### config.mk
export PLATFORM = sky130hd
export DESIGN_NAME = axi_lite_xbar
export DESIGN_NICKNAME = d
export VERILOG_FILES = /design/src/rtl/axi_pkg.sv /design/src/rtl/axi_lite_addr_dec.sv /design/src/rtl/axi_lite_xbar.sv
export SDC_FILE = /design/constraint.sdc
export NUM_CORES = 1
export LEC_CHECK = 0
export ABC_AREA = 1
export ABC_CLOCK_PERIOD_IN_PS = 3400
export BUFFER_PORTS_ARGS = -buffer_cell sky130_fd_sc_hd__buf_2
export CAP_MARGIN = 30
export CORE_AREA = 2 2 131 133
export DETAILED_ROUTE_END_ITERATION = 16
export DIE_AREA = 0 0 133 135
export SYNTH_ARGS = -nofsm -noshare
export SYNTH_HDL_FRONTEND = slang
export SYNTH_SLANG_ARGS = --single-unit
export TNS_END_PERCENT = 1
### constraint.sdc
create_clock -name clk -period 3.4 [get_ports clk]
set_input_delay 0.17 -clock clk [delete_from_list [all_inputs] [get_ports clk]]
set_output_delay 0.17 -clock clk [all_outputs]
set_load 0.01 [all_outputs]
### src/rtl/axi_pkg.sv
// Shared definitions for the AXI4-Lite crossbar.
// Contents:
//   RESP_*      : AXI response codes
//   rd_state_e  : read-path FSM states
//   wr_state_e  : write-path FSM states
//   idx_width() : width of a slave index (at least 1 bit)
package axi_pkg;

    localparam logic [1:0] RESP_OKAY   = 2'b00;
    localparam logic [1:0] RESP_SLVERR = 2'b10;
    localparam logic [1:0] RESP_DECERR = 2'b11;

    typedef enum logic [1:0] {
        R_IDLE,
        R_ADDR,
        R_DATA,
        R_ERR
    } rd_state_e;

    typedef enum logic [1:0] {
        W_IDLE,
        W_FWD,
        W_RESP,
        W_ERR
    } wr_state_e;

    function automatic int unsigned idx_width(input int unsigned n);
        return (n > 1) ? $clog2(n) : 1;
    endfunction

endpackage

### src/rtl/axi_lite_addr_dec.sv
// Combinational base/mask address decoder.
// Ports:
//   addr : address to decode
//   hit  : one-hot slave hit (all zero on miss)
//   idx  : binary index of the selected slave (0 on miss)
//   miss : no window matched
// The lowest slave index wins when windows overlap.
module axi_lite_addr_dec
    import axi_pkg::*;
#(
    parameter int unsigned           N_SLV    = 2,
    parameter logic [N_SLV*32-1:0]   SLV_BASE = {32'hA000_03F8, 32'h8000_0000},
    parameter logic [N_SLV*32-1:0]   SLV_MASK = {32'hFFFF_FFF8, 32'hF800_0000},
    localparam int unsigned          IDX_W    = idx_width(N_SLV)
) (
    input  logic [31:0]      addr,
    output logic [N_SLV-1:0] hit,
    output logic [IDX_W-1:0] idx,
    output logic             miss
);

    always_comb begin
        hit  = '0;
        idx  = '0;
        miss = 1'b1;
        // Walk downwards so the lowest matching index is the last writer.
        for (int i = N_SLV - 1; i >= 0; i--) begin
            if ((addr & SLV_MASK[32*i +: 32]) == (SLV_BASE[32*i +: 32] & SLV_MASK[32*i +: 32])) begin
                hit    = '0;
                hit[i] = 1'b1;
                idx    = IDX_W'(i);
                miss   = 1'b0;
            end
        end
    end

endmodule

### src/rtl/axi_lite_xbar.sv
// 1-to-N AXI4-Lite crossbar with internal DECERR for unmapped addresses.
// Ports:
//   clk, rst          : clock, synchronous active-high reset
//   u_ar*/u_r*        : upstream read address / data channels
//   u_aw*/u_w*/u_b*   : upstream write address / data / response channels
//   d_ar*/d_r*        : downstream read channels (per-slave valid/ready, shared address)
//   d_aw*/d_w*/d_b*   : downstream write channels (per-slave valid/ready, shared addr/data)
// Read and write paths are independent, each with one outstanding transaction.
module axi_lite_xbar
    import axi_pkg::*;
#(
    parameter int unsigned         N_SLV    = 2,
    parameter logic [N_SLV*32-1:0] SLV_BASE = {32'hA000_03F8, 32'h8000_0000},
    parameter logic [N_SLV*32-1:0] SLV_MASK = {32'hFFFF_FFF8, 32'hF800_0000}
) (
    input  logic                 clk,
    input  logic                 rst,
    // upstream read
    input  logic                 u_arvalid,
    output logic                 u_arready,
    input  logic [31:0]          u_araddr,
    output logic                 u_rvalid,
    input  logic                 u_rready,
    output logic [31:0]          u_rdata,
    output logic [1:0]           u_rresp,
    // upstream write
    input  logic                 u_awvalid,
    output logic                 u_awready,
    input  logic [31:0]          u_awaddr,
    input  logic                 u_wvalid,
    output logic                 u_wready,
    input  logic [31:0]          u_wdata,
    input  logic [3:0]           u_wstrb,
    output logic                 u_bvalid,
    input  logic                 u_bready,
    output logic [1:0]           u_bresp,
    // downstream read
    output logic [N_SLV-1:0]     d_arvalid,
    input  logic [N_SLV-1:0]     d_arready,
    output logic [31:0]          d_araddr,
    input  logic [N_SLV-1:0]     d_rvalid,
    output logic [N_SLV-1:0]     d_rready,
    input  logic [N_SLV*32-1:0]  d_rdata,
    input  logic [N_SLV*2-1:0]   d_rresp,
    // downstream write
    output logic [N_SLV-1:0]     d_awvalid,
    input  logic [N_SLV-1:0]     d_awready,
    output logic [31:0]          d_awaddr,
    output logic [N_SLV-1:0]     d_wvalid,
    input  logic [N_SLV-1:0]     d_wready,
    output logic [31:0]          d_wdata,
    output logic [3:0]           d_wstrb,
    input  logic [N_SLV-1:0]     d_bvalid,
    output logic [N_SLV-1:0]     d_bready,
    input  logic [N_SLV*2-1:0]   d_bresp
);

    localparam int unsigned IDX_W = idx_width(N_SLV);

    logic [N_SLV-1:0] rd_hit, wr_hit;
    logic [IDX_W-1:0] rd_idx, wr_idx;
    logic             rd_miss, wr_miss;

    rd_state_e        rstate;
    logic [31:0]      raddr;
    logic [IDX_W-1:0] rsel;

    wr_state_e        wstate;
    logic [31:0]      waddr;
    logic [IDX_W-1:0] wsel;
    logic             aw_done, w_done;
    logic             aw_fire, w_fire;

    // Only the binary index is needed here; the one-hot form is left unconsumed.
    logic unused_hit;
    assign unused_hit = ^{rd_hit, wr_hit};

    axi_lite_addr_dec #(
        .N_SLV    (N_SLV),
        .SLV_BASE (SLV_BASE),
        .SLV_MASK (SLV_MASK)
    ) u_rd_dec (
        .addr (u_araddr),
        .hit  (rd_hit),
        .idx  (rd_idx),
        .miss (rd_miss)
    );

    axi_lite_addr_dec #(
        .N_SLV    (N_SLV),
        .SLV_BASE (SLV_BASE),
        .SLV_MASK (SLV_MASK)
    ) u_wr_dec (
        .addr (u_awaddr),
        .hit  (wr_hit),
        .idx  (wr_idx),
        .miss (wr_miss)
    );

    // ---------------------------------------------------------------- read path
    always_ff @(posedge clk) begin
        if (rst) begin
            rstate <= R_IDLE;
            raddr  <= '0;
            rsel   <= '0;
        end else begin
            unique case (rstate)
                R_IDLE: begin
                    if (u_arvalid) begin
                        raddr  <= u_araddr;
                        rsel   <= rd_idx;
                        rstate <= rd_miss ? R_ERR : R_ADDR;
                    end
                end
                R_ADDR: if (d_arready[rsel])              rstate <= R_DATA;
                R_DATA: if (d_rvalid[rsel] && u_rready)   rstate <= R_IDLE;
                R_ERR:  if (u_rready)                     rstate <= R_IDLE;
                default:                                  rstate <= R_IDLE;
            endcase
        end
    end

    assign d_araddr = raddr;

    always_comb begin
        u_arready = 1'b0;
        u_rvalid  = 1'b0;
        u_rdata   = '0;
        u_rresp   = RESP_OKAY;
        d_arvalid = '0;
        d_rready  = '0;
        if (!rst) begin
            unique case (rstate)
                R_IDLE: u_arready = 1'b1;
                R_ADDR: d_arvalid[rsel] = 1'b1;
                R_DATA: begin
                    u_rvalid       = d_rvalid[rsel];
                    d_rready[rsel] = u_rready;
                    if (d_rvalid[rsel]) begin
                        u_rdata = d_rdata[32*rsel +: 32];
                        u_rresp = d_rresp[2*rsel +: 2];
                    end
                end
                R_ERR: begin
                    u_rvalid = 1'b1;
                    u_rresp  = RESP_DECERR;
                end
                default: ;
            endcase
        end
    end

    // --------------------------------------------------------------- write path
    assign aw_fire = (wstate == W_FWD) && !aw_done && d_awready[wsel];
    assign w_fire  = (wstate == W_FWD) && !w_done && u_wvalid && d_wready[wsel];

    always_ff @(posedge clk) begin
        if (rst) begin
            wstate  <= W_IDLE;
            waddr   <= '0;
            wsel    <= '0;
            aw_done <= 1'b0;
            w_done  <= 1'b0;
        end else begin
            unique case (wstate)
                W_IDLE: begin
                    if (u_awvalid) begin
                        waddr   <= u_awaddr;
                        wsel    <= wr_idx;
                        aw_done <= 1'b0;
                        w_done  <= 1'b0;
                        wstate  <= wr_miss ? W_ERR : W_FWD;
                    end
                end
                W_FWD: begin
                    if (aw_fire) aw_done <= 1'b1;
                    if (w_fire)  w_done  <= 1'b1;
                    // Same-cycle completion of the last channel counts as done.
                    if ((aw_done || aw_fire) && (w_done || w_fire)) wstate <= W_RESP;
                end
                W_RESP: if (d_bvalid[wsel] && u_bready) wstate <= W_IDLE;
                W_ERR: begin
                    // Swallow the data beat first, then present DECERR.
                    if (!w_done) begin
                        if (u_wvalid) w_done <= 1'b1;
                    end else if (u_bready) begin
                        wstate <= W_IDLE;
                    end
                end
                default: wstate <= W_IDLE;
            endcase
        end
    end

    assign d_awaddr = waddr;
    assign d_wdata  = u_wdata;
    assign d_wstrb  = u_wstrb;

    always_comb begin
        u_awready = 1'b0;
        u_wready  = 1'b0;
        u_bvalid  = 1'b0;
        u_bresp   = RESP_OKAY;
        d_awvalid = '0;
        d_wvalid  = '0;
        d_bready  = '0;
        if (!rst) begin
            unique case (wstate)
                W_IDLE: u_awready = 1'b1;
                W_FWD: begin
                    d_awvalid[wsel] = !aw_done;
                    d_wvalid[wsel]  = u_wvalid && !w_done;
                    u_wready        = d_wready[wsel] && !w_done;
                end
                W_RESP: begin
                    u_bvalid       = d_bvalid[wsel];
                    d_bready[wsel] = u_bready;
                    if (d_bvalid[wsel]) u_bresp = d_bresp[2*wsel +: 2];
                end
                W_ERR: begin
                    u_wready = !w_done;
                    u_bvalid = w_done;
                    if (w_done) u_bresp = RESP_DECERR;
                end
                default: ;
            endcase
        end
    end

endmodule
== Yosys cells after proc, flatten, opt, wreduce, memory -nomap -nowiden ==
Index checks and enable logic that the tools add are counted.
Word-level totals
  word-level logic and storage cells: 138
  bits in registers: 72
Cells by class
  equality and inequality tests: 21
  mux-type cells: 72
  bitwise operators: 4
  reductions and logical operators: 26
  $lt $le $gt $ge: 4
  shift operators: 3
Operator list (count)
  32-bit two-way mux: 3
  64-bit by 7-bit variable part select with 32-bit output: 1
  29-bit == test, second input constant: 2
  2-bit two-way mux: 26
  1-bit two-way mux: 32
  2-bit != test, second input constant: 10
  2-bit case mux with 4 select lines: 2
  1-bit logical AND: 12
  5-bit == test, second input constant: 2
  2-bit AND: 4
  2-bit == test, second input constant: 4
  1-bit case mux with 2 select lines: 4
  2-bit case mux with 2 select lines: 2
  4-bit by 3-bit variable part select with 2-bit output: 2
  3-bit AND reduction: 2
  5-bit AND reduction: 1
  2-bit by 1-bit == test with 1-bit output, second input constant: 2
  2-bit logical NOT: 2
  1-bit by 2-bit < comparator with 1-bit output, second input constant: 2
  2-bit AND reduction: 2
  4-bit AND reduction: 1
  1-bit case mux with 3 select lines: 1
  3-bit nonzero test: 1
  1-bit demux with 1-bit select: 2
  other kinds (5): 8

== Logic depth before layout (Yosys ltp) ==
Gate-level depths: netlist of run 1.
  depth in word-level cells: 8
  mapped depth: 10
  mapped depth without buffers: 9

== By module ==
A second synthesis of run 1 with hierarchy kept.
Unflattened totals
  cells, all modules: 677
  area total of the unflattened synthesis: 4241.6 um2
Modules (own cells, without submodules)
  axi_lite_xbar: times used 1, cells an instance 561, area an instance 3768.6 um2, seq. area each 1441.4 um2
  axi_lite_addr_dec: times used 2, cells an instance 58, area an instance 236.5 um2, seq. area each 0.0 um2

== Worst setup path before layout of run 1 ==
Ideal clock, no wire load.
  path kind: register to output
  start point: reg rstate[1]
  end point: out u_rdata[11]
  arrival time: 1.129 ns
  path slack: 2.101 ns
  data required time: 3.230 ns
  cell stages (with the launch flop): 8
  cells stage by stage: dfxtp_1 -> inv_1 -> nor2_1 -> inv_1 -> nor2_2 -> inv_2 -> buf_4 -> a21oi_1
Between the ends
  cells in the longest elaborated chain, start to end: 3
Ends and longest elaborated chain
  from (decl): line axi_lite_xbar.sv:64  | rd_state_e rstate;
  from (signal assigned): line axi_lite_xbar.sv:112  | rstate <= rd_miss ? R_ERR : R_ADDR;
  2-bit == test: line axi_lite_xbar.sv:133  | unique case (rstate)
  32-bit two-way mux: line axi_lite_xbar.sv:133
  32-bit two-way mux: line axi_lite_xbar.sv:132  | if (!rst) begin
  to (decl): line axi_lite_xbar.sv:24  | output logic [31:0] u_rdata,
No other way between the ends.

== Worst setup path in the final report of run 1 ==
  start point: reg rsel
  end point: out u_rdata[25]
Between the ends
  cells in the longest elaborated chain, start to end: 5
  elaborated cells between the ends (all ways): 6
Ends and longest elaborated chain
  from (decl): line axi_lite_xbar.sv:66  | logic [IDX_W-1:0] rsel;
  from (signal assigned): line axi_lite_xbar.sv:111  | rsel <= rd_idx;
  parallel branches: the longest is 2 deep, another holds 64-bit by 7-bit variable part select with 32-bit output
  32-bit two-way mux (*): line axi_lite_xbar.sv:139  | if (d_rvalid[rsel]) begin
  32-bit two-way mux (*): line axi_lite_xbar.sv:133
  32-bit two-way mux (*): line axi_lite_xbar.sv:132
Mark *: on every way between the ends. The select of a mux whose other input is x is not followed.

==> summary.md, run 1 <==
| Metric | Value |
|---|---|
| Synth area leaders | `dfxtp_1, nand3_1, nand2_1, nor2_1, buf_4` |
| I/O pin count | `340` |
| Global-route wire length before repair | `between 20 and 25 mm` |
| Startpoint Class | `flop` |
| Gate power share | `0.291` |
| Setup Viol. Count Final | `0` |
| Worst Path Required | `3.23 ns` |
| Dpl hpwl | `about 13 mm` |
| Pwr dens | `roughly 540 nW/um^2` |
| Worst Path Max Fanout | `37` |
| Seq/Total Area, Yosys | `0.3538` |
| Fin crit period | `2.192 ns` |
| CP Capture Type | `output pin` |
| Synth Net Count | `roughly 820` |
| Max Root-Sink Buffers | `2` |
| Clock Power Share | `0.349` |
| Internal power | `1989 uW` |
| Worst Tran Pin Value | `a little over 0.9 ns` |
| Post-Syn Area per Cell | `about 6.5 um^2` |
| Final worst slack | `around 1.2 ns` |
| CTS tree | `built` |
| Synth warn | `0` |
| Sink Count | `72` |
| Sw Share | `0.3348` |
| Final Core Density | `0.3387` |
| Leakage power | `0.002975 uW` |
| Net Sw Power | `between 1000 and 1500 uW` |
| Number of global-route vias before repair | `4327` |
| Commonest non-fill, non-tap cell in the layout | `buf_2` |
| Fin. Hold Viols | `0` |
| Worst hold path class | `input pin to flop` |
| Post-synth top area share | `0.3538` |
| Largest net degree at the start of global routing | `around 100` |
| Cell taking the most area after synthesis | `dfxtp_1` |
| Max Cap Viol | `0` |
| Placer Congestion | `between 0.8 and 0.9` |
| Die width | `around 130 um` |
| Die footprint | `between 15000 and 20000 um^2` |
| Final setup TNS | `0 ns` |
| Post-Syn Area | `approximately 4100 um^2` |
| Reg clk slew, reported paths | `~0.06 ns` |
| Cell variety after synth | `27` |
| Hold-fix buffers, CTS | `0` |
| # port buffers | `between 200 and 300` |
| Post-CTS Setup Bufs | `0` |
| Share of cells above drive strength 1 | `0.3628` |
| Layout area overhead | `36.43%` |
| DRT Pass-1 Iters | `5` |
| Initial antenna violation count | `0` |
| Status | `completed` |
| Routed Antenna Nets | `0` |
| Worst VDD drop | `0.0002043 V` |
| Drt total wl | `about 16 mm` |
| # nets final | `roughly 1000` |
| GRT Overall Usage | `0.1737` |
| Fmax achieved | `456.1 MHz` |
| Core Region | `16410 um^2` |
| Seq pwr share | `0.360` |
| Die H | `between 100 and 150 um` |
| Hold Path Origin | `u_awaddr[2]` |
| Ant. Diodes | `0` |
| Total design power | `~3000 uW` |
| Initial Utilization | `0.2483` |
| WL/cell | `15.58 um` |
| Most frequent cells in the layout | `buf_2, nand3_1, nand2_1` |
| RSZ-0062 raised after global routing | `no` |
| Cells after Synth | `626` |
| Start point of the critical path | `rsel$_SDFFE_PP0P_` |
| DR vias | `between 4000 and 5000` |
| WS Path Type | `flop to output pin` |
| R2R Setup Slk | `roughly 1.7 ns` |
| DR DRC count | `0` |
| Total congestion overflow | `0` |
| Num CTS Buffers | `9` |
| Worst endpoint data arrival time | `slightly above 2 ns` |
| Final count of pins violating max slew | `0` |
| Worst r2r src | `wstate[0]$_SDFFE_PP0P_` |
| Post-CTS sizing | `0` |
| Vias per cell | `roughly 4.5` |
| Htree depth | `3` |
| #FFs+latches synth | `72` |
| Slew margin rel. | `0.3860` |
| Clk_lat worst skew | `0.32 ns` |
| Root buffer cell | `clkbuf_16` |
| Initial DRC count | `roughly 230` |
| Period utilisation layout | `0.6448` |
| Clock skew | `0.004251 ns` |
| Pre-CTS setup slack | `1.355 ns` |
| Site row count | `47` |
==> Yosys cell counts, drive strengths merged <==
| cell type | instances |
|---|---|
| clkbuf | 4 |
| nand4 | 4 |
| nand3 | 113 |
| nor3 | 9 |
| dfxtp | 72 |
| nand2 | 114 |
| a31oi | 2 |
| a21oi | 41 |
| o21ai | 43 |
| o2111ai | 1 |
| o22ai | 1 |
| inv | 42 |
| buf | 71 |
| nor3b | 1 |
| nor2 | 108 |
==> area by class of cell <==
type	instances	area, um^2
fillers	1808	10850
clock inverters	5	78.83
clock buffers	11	252.7
inverters	42	160.2
well taps	220	275.3
flip-flops and latches	72	1441
repair buffers	271	1366
multi-input cells	437	1983
==> per-stage QoR <==
| stage | instances | area, um^2 | hold slack, ns |
|---|---|---|---|
| 4_1_cts | 1058 | 5558 | 0.01617 |
| 2_1_floorplan | 626 | 4074 | 0.2731 |
| 3_3_place_gp | 1042 | 5226 | 0.3401 |
| 3_5_place_dp | 1042 | 5226 | 0.3401 |
| 6_report | 1058 | 5558 | 0.02823 |
| 5_1_grt | 1058 | 5558 | 0.02504 |
==> metal layers <==
metal | up-vias | track usage | wire length, um | part of all wire
met5 | - | 0 | 0 | 0
met4 | 0 | 0.06332 | 408 | 0.025
met3 | 24 | 0.06794 | 1782 | 0.11
met2 | 248 | 0.2879 | 7832 | 0.48
met1 | 2106 | 0.2042 | 6466 | 0.39
li1 | 2413 | - | - | -
==> critical path: stages, from the launching register on <==
cell,delay (ns)
dfxtp_1,0.31
inv_2,0.04
buf_4,0.34
nand2_1,0.12
nand2_1,0.09
nor2_2,0.05
inv_2,0.41
a21oi_1,0.14
buf_2,0.19
==> registers in the layout, summed over array words and instances (netlist names) <==
register  cells
aw_done       1
d_araddr     32
d_awaddr     32
rsel          1
rstate        2
w_done        1
wsel          1
wstate        2
==> power by group through the flow <==
stage	clock network (uW)	registers, uW	logic [uW]
final	1040	1080	871
after global routing	1120	1090	977
after CTS	1080	1080	885
after detailed placement	0	1090	882
after global placement	0	1090	882
after floorplan	0	1140	525
==> final timing paths <==
path / cells after the start / endpoint
worst max-delay path: 8 / u_rdata[25]
worst min-delay path: 3 / d_awaddr[2]$_SDFFE_PP0P_
worst max register to register: 5 / d_awaddr[14]$_SDFFE_PP0P_
worst min register to register: 2 / d_awaddr[18]$_SDFFE_PP0P_
==> cell families after synthesis <==
logic type             count (synthesis)  share of synthesized area
AOI/OAI and AO/OA                     88                     0.1100
buffers and inverters                117                     0.1594
DFF                                   72                     0.3538
and+or+nand+nor                      349                     0.3768
Power figures use the tool's default switching activity.
==> run 2, diff against run 1 <==
--- a/config.mk
+++ b/config.mk
@@ -6,7 +6,7 @@
 export NUM_CORES = 1
 export LEC_CHECK = 0
 export ABC_AREA = 1
-export ABC_CLOCK_PERIOD_IN_PS = 3400
+export ABC_CLOCK_PERIOD_IN_PS = 2100
 export BUFFER_PORTS_ARGS = -buffer_cell sky130_fd_sc_hd__buf_2
 export CAP_MARGIN = 30
 export CORE_AREA = 2 2 131 133
==> constraint.sdc (replaced) <==
create_clock -name clk -period 2.1 [get_ports clk]
set_input_delay 0.105 -clock clk [delete_from_list [all_inputs] [get_ports clk]]
set_output_delay 0.105 -clock clk [all_outputs]
set_load 0.01 [all_outputs]
==> summary.md, run 2 (synthesis results as in run 1) <==
| Metric | Value |
|---|---|
| Status | `completed (unchanged)` |
| Most frequent cells in the layout | `buf_2, nand3_1, nand2_1 (unchanged)` |
| Vias per cell | `4.563 (was 4.528)` |
| Worst Path Max Fanout | `32 (was 37)` |
| Critical path's largest stage delay | `0.34 ns (was 0.41 ns)` |
| Leakage power | `0.003112 uW (was 0.002975 uW)` |
| DR vias | `4992 (was 4791)` |
| Fin. Hold Viols | `0 (unchanged)` |
| Multi-input logic area | `1991 um^2 (was 1983 um^2)` |
| Num CTS Buffers | `9 (unchanged)` |
| CTS tree | `built (unchanged)` |
| Die footprint | `17960 um^2 (unchanged)` |
| Root buffer cell | `clkbuf_16 (unchanged)` |
| Gate power share | `0.319 (was 0.291)` |
| Fin crit period | `1.918 ns` |
| Htree depth | `3 (unchanged)` |
| DRT Pass-1 Iters | `5 (unchanged)` |
| # port buffers | `267 (unchanged)` |
| Drt total wl | `16.83 mm (was 16.49 mm)` |
| Ant. Diodes | `0 (unchanged)` |
| DR DRC count | `0 (unchanged)` |
| GRT Overall Usage | `0.1813 (was 0.1737)` |
| # fillers | `1777 (was 1808)` |
| Pwr dens | `786.7 nW/um^2 (was 538.1 nW/um^2)` |
| Max Root-Sink Buffers | `2 (unchanged)` |
| Clock Power Share | `0.305 (was 0.349)` |
| Dpl hpwl | `12.78 mm (was 12.73 mm)` |
| Worst path slowest cell | `dfxtp_1 (was inv_2)` |
| Sink Count | `72 (unchanged)` |
| Worst VDD drop | `0.0003743 V (was 0.0002043 V)` |
| WL/cell | `15.38 um (was 15.58 um)` |
| Internal power | `3021 uW (was 1989 uW)` |
| Share of cells above drive strength 1 | `0.3524 (was 0.3628)` |
| Worst Tran Pin Value | `0.6166 ns (was 0.9210 ns)` |
| Fmax achieved | `roughly 520 MHz` |
| WS Path Type | `flop to output pin (unchanged)` |
| Reg area | `1441 um^2 (unchanged)` |
| Bufs and invs on worst path | `4 (unchanged)` |
| # nets final | `1060 (was 1022)` |
| Site row count | `47 (unchanged)` |
| Setup Viol. Count Final | `0 (unchanged)` |
| Layout area overhead | `44.53% (was 36.43%)` |
| Initial DRC count | `251 (was 229)` |
| Clock skew | `0.003899 ns (was 0.004251 ns)` |
| Routed Antenna Nets | `0 (unchanged)` |
| Max Cap Viol | `0 (unchanged)` |
| Die width | `133 um (unchanged)` |
| Initial Utilization | `0.2483 (unchanged)` |
| Clk_lat worst skew | `0.34 ns (was 0.32 ns)` |
| Sw Share | `0.3479 (was 0.3348)` |
| Placer Congestion | `0.8455 (was 0.8365)` |
| Worst endpoint data arrival time | `1.81 ns (was 2.02 ns)` |
| Initial antenna violation count | `0 (unchanged)` |
| Startpoint Class | `flop (unchanged)` |
| Pre-CTS setup slack | `0.4670 ns (was 1.355 ns)` |
| Core Region | `16410 um^2 (unchanged)` |
| Seq pwr share | `0.376 (was 0.360)` |
| Die H | `135 um (unchanged)` |
| I/O pin count | `340 (unchanged)` |
| CP Capture Type | `output pin (unchanged)` |
| Period utilisation layout | `0.9133` |
| Final worst slack | `0.1821 ns (was 1.208 ns)` |
| Total congestion overflow | `0 (unchanged)` |
| Worst hold path class | `input pin to flop (unchanged)` |
| Worst Path Required | `2.00 ns (was 3.23 ns)` |
| Worst path cell trace | `inv_1, nor2_1, inv_1, nor2_2, inv_2, a21oi_1, buf_2 (was inv_2, buf_4, nand2_1, nand2_1, nor2_2, inv_2, a21oi_1, buf_2)` |
| Crit-path most repeated cell | `inv_1` |
| Commonest non-fill, non-tap cell in the layout | `buf_2 (unchanged)` |
| WHS | `0.01073 ns (was 0.02823 ns)` |
| Final count of pins violating max slew | `0 (unchanged)` |
| RSZ-0062 raised after global routing | `yes (was no)` |
| Global-route wire length before repair | `25.24 mm (was 24.25 mm)` |
| Slew margin rel. | `0.5884 (was 0.3860)` |
| Largest net degree at the start of global routing | `51 (was 103)` |
| Number of global-route vias before repair | `4687 (was 4327)` |
| Net Sw Power | `1612 uW (was 1001 uW)` |
| Largest delay share family, worst path | `buffers and inverters (unchanged)` |
| Reg clk slew, reported paths | `0.05 ns (was 0.06 ns)` |
| Total design power | `4632 uW (was 2991 uW)` |
| Post-CTS Setup Bufs | `0 (unchanged)` |
[run 2: cell count changes in the layout (fill, tap and decap cells not counted), sizes merged]
cell	change
bufinv	-2
dlygate4sd3	+34
buf	+4
[run 2: power by group through the flow]
stage | Combinational, uW | Sequential, uW | Clock, uW
5_1_grt | 1660 | 1770 | 1530
3_3_place_gp | 1440 | 1760 | 0
2_1_floorplan | 850 | 1850 | 0
6_report | 1480 | 1740 | 1410
3_5_place_dp | 1430 | 1760 | 0
4_1_cts | 1490 | 1740 | 1470
[run 2: layout make-up]
cell class | instances | area share
inverters | 42 | 0.02720
well taps | 220 | 0.04675
flip-flops and latches | 72 | 0.2448
clock buffers | 11 | 0.04292
clock inverters | 3 | 0.003187
multi-input cells | 437 | 0.3381
repair buffers | 309 | 0.2971
[run 2: worst reg2reg max path: stages (launching register included)]
cell	delay [ns]
dfxtp_1	0.42
nor2_4	0.16
nand2_4	0.11
nor2_8	0.34
inv_2	0.15
o21ai_1	0.15
[run 2: repair_timing]
item / CTS / global route
hold buffers: 34 / 0
resized for setup: 0 / 2
endpoints found under the setup margin: 0 / 5
endpoints found under the hold margin: 34 / 0
[run 2: metrics by stage]
stage	cells	util	cell area [um^2]	TNS (ns)
after floorplan	626	-	4074	0
after global placement	1046	0.3211	5269	0
after detailed placement	1046	0.3211	5269	0
after CTS	1094	0.3584	5881	0
after global routing	1094	0.3589	5888	-0.1180
final	1094	0.3589	5888	0
[run 2: final timing paths]
check,from,end,slack [ns],cells past startpoint
min reg2reg,d_awaddr[12]$_SDFFE_PP0P_,d_awaddr[12]$_SDFFE_PP0P_,0.47,2
min,u_araddr[26],d_araddr[26]$_SDFFE_PP0P_,0.01,3
max,rstate[1]$_SDFFE_PP0P_,u_rdata[23],0.18,7
max reg2reg,wstate[0]$_SDFFE_PP0P_,d_awaddr[19]$_SDFFE_PP0P_,0.71,5
[run 2: layer usage]
metal  global-route usage  share of wire
met1               0.2087           0.40
met2               0.3069           0.47
met3              0.07545           0.11
met4              0.05675          0.019
met5                    0              0
==> run 3, diff against run 2 <==
--- a/config.mk
+++ b/config.mk
@@ -6,7 +6,7 @@
 export NUM_CORES = 1
 export LEC_CHECK = 0
 export ABC_AREA = 1
-export ABC_CLOCK_PERIOD_IN_PS = 2100
+export ABC_CLOCK_PERIOD_IN_PS = 1700
 export BUFFER_PORTS_ARGS = -buffer_cell sky130_fd_sc_hd__buf_2
 export CAP_MARGIN = 30
 export CORE_AREA = 2 2 131 133
==> constraint.sdc (replaced) <==
create_clock -name clk -period 1.7 [get_ports clk]
set_input_delay 0.085 -clock clk [delete_from_list [all_inputs] [get_ports clk]]
set_output_delay 0.085 -clock clk [all_outputs]
set_load 0.01 [all_outputs]
==> summary.md, run 3 (synthesis results as in run 1) <==
| Metric | Value |
|---|---|
| Die H | `135 um (unchanged)` |
| Most frequent cells in the layout | `buf_2, nand3_1, nand2_1 (unchanged)` |
| Worst endpoint data arrival time | `1.56 ns (was 1.81 ns)` |
| Worst r2r src | `wstate[0]$_SDFFE_PP0P_ (unchanged)` |
| Reg clk slew, reported paths | `0.06 ns (was 0.05 ns)` |
| Fmax achieved | `about 610 MHz` |
| Final count of pins violating max slew | `0 (unchanged)` |
| Die width | `133 um (unchanged)` |
| Worst path cell trace | `inv_2, nor2_4, inv_2, nor2_4, inv_8, a21oi_1, buf_2 (was inv_1, nor2_1, inv_1, nor2_2, inv_2, a21oi_1, buf_2)` |
| Routed Antenna Nets | `0 (unchanged)` |
| Global-route wire length before repair | `26.23 mm (was 25.24 mm)` |
| Sink Count | `72 (unchanged)` |
| DR vias | `5128 (was 4992)` |
| Placer Congestion | `0.8572 (was 0.8455)` |
| I/O pin count | `340 (unchanged)` |
| Core Region | `16410 um^2 (unchanged)` |
| Worst hold path class | `input pin to flop (unchanged)` |
| Initial DRC count | `272 (was 251)` |
| Period utilisation layout | `0.9666` |
| Ant. Diodes | `0 (unchanged)` |
| Fin cells | `1121 (was 1094)` |
| GRT Overall Usage | `0.1886 (was 0.1813)` |
| Worst Path Max Fanout | `32 (unchanged)` |
| Dpl hpwl | `13.76 mm (was 12.78 mm)` |
| Fin crit period | `between 1.5 and 2 ns` |
| Num CTS Buffers | `9 (unchanged)` |
| Max Cap Viol | `0 (unchanged)` |
| DR DRC count | `0 (unchanged)` |
| Slew margin rel. | `0.6307 (was 0.5884)` |
| Hold Path Origin | `u_awaddr[13] (was u_araddr[26])` |
| Pwr dens | `968.9 nW/um^2 (was 786.7 nW/um^2)` |
| WL/cell | `15.97 um (was 15.38 um)` |
| WS Path Type | `flop to output pin (unchanged)` |
| Root buffer cell | `clkbuf_16 (unchanged)` |
| Vias per cell | `4.574 (was 4.563)` |
| Share of cells above drive strength 1 | `0.3629 (was 0.3524)` |
| Placed Area | `5329 um^2 (was 5269 um^2)` |
| # port buffers | `267 (unchanged)` |
| Critical path's largest stage delay | `0.34 ns (about the same)` |
| Initial Utilization | `0.2483 (unchanged)` |
| Largest net degree at the start of global routing | `59 (was 51)` |
| Clock skew | `0.009597 ns (was 0.003899 ns)` |
| Drt total wl | `17.90 mm (was 16.83 mm)` |
| Start point of the critical path | `rstate[1]$_SDFFE_PP0P_ (unchanged)` |
| CP Capture Type | `output pin (unchanged)` |
| Setup Viol. Count Final | `0 (unchanged)` |
| Leakage power | `0.003259 uW (was 0.003112 uW)` |
| Worst Path Required | `1.62 ns (was 2.00 ns)` |
| Max Root-Sink Buffers | `2 (unchanged)` |
| Die footprint | `17960 um^2 (unchanged)` |
| Clk_lat worst skew | `0.34 ns (about the same)` |
| Htree depth | `3 (unchanged)` |
| Placed cells | `1049 (was 1046)` |
| # nets final | `1086 (was 1060)` |
| Fin. Hold Viols | `0 (unchanged)` |
| Number of global-route vias before repair | `4845 (was 4687)` |
| Status | `completed (unchanged)` |
| Site row count | `47 (unchanged)` |
| Worst path slowest cell | `dfxtp_2 (was dfxtp_1)` |
| Layout area overhead | `53.69% (was 44.53%)` |
| RSZ-0062 raised after global routing | `yes (unchanged)` |
| Total congestion overflow | `0 (unchanged)` |
| Worst VDD drop | `0.0004938 V (was 0.0003743 V)` |
| Initial antenna violation count | `0 (unchanged)` |
| DRT Pass-1 Iters | `5 (unchanged)` |
| CTS tree | `built (unchanged)` |
| Post-route cell area | `6261 um^2 (was 5888 um^2)` |
| Worst Tran Pin Value | `0.5532 ns (was 0.6166 ns)` |
| Commonest non-fill, non-tap cell in the layout | `buf_2 (unchanged)` |
| Startpoint Class | `flop (unchanged)` |
run 3: path summary, 6_finish.rpt:
path         slack, ns  cells past startpoint                         to
max               0.06                      7                u_rdata[16]
min               0.02                      3  d_awaddr[13]$_SDFFE_PP0P_
max reg2reg       0.33                      7   d_awaddr[5]$_SDFFE_PP0P_
min reg2reg       0.46                      2  d_awaddr[17]$_SDFFE_PP0P_
run 3: per-layer routing:
layer  global-route usage  vias up  part of all wire  routed length, um
met5                    0        -                 0                  0
li1                     -     2546                 -                  -
met2               0.3031      254              0.46               8226
met4              0.09677        0             0.040                724
met3              0.06982       36             0.097               1740
met1               0.2207     2292              0.40               7208
run 3: where the power goes:
| part | total [uW] | switching, uW | internal [uW] |
|---|---|---|---|
| Clock | 1900 | 735 | 1160 |
| Sequential | 2170 | 177 | 1990 |
| Combinational | 2000 | 1190 | 810 |
run 3: cell type report:
cell class	count	area [um^2]
inverter	42	170.2
timing repair buffer	335	2037
sequential	72	1454
clock buffer	10	239.0
clock inverter	5	57.56
fill	1741	10150
tap	220	275.3
multi-input combinational	437	2028
run 3: through the flow:
stage	TNS, ns	utilization	setup WS [ns]	power, uW	hold WS, ns
floorplan	0	-	0.4862	3330	0.1881
global route	-0.1760	0.3816	-0.03398	6457	0.02055
global placement	0	0.3248	0.2965	3994	0.1701
CTS	-0.2314	0.3767	-0.03666	6046	0.005651
detailed placement	0	0.3248	0.2150	3999	0.1701
finish	0	0.3816	0.05678	6066	0.01912
run 3: worst max-delay path: cells and delay by family (launching register included):
family	cells	cell delay, ns
flip-flops	1	0.34
AND/OR/NAND/NOR	2	0.31
buffers and inverters	4	0.40
AO/OA/AOI/OAI	1	0.16
run 3: timing repair:
item,4_1_cts,5_1_grt
hold buffers,54,0
endpoints found under the hold margin,54,0
resized for setup,7,20
pin swaps,0,4
endpoints found under the setup margin,37,40
setup buffers,0,3
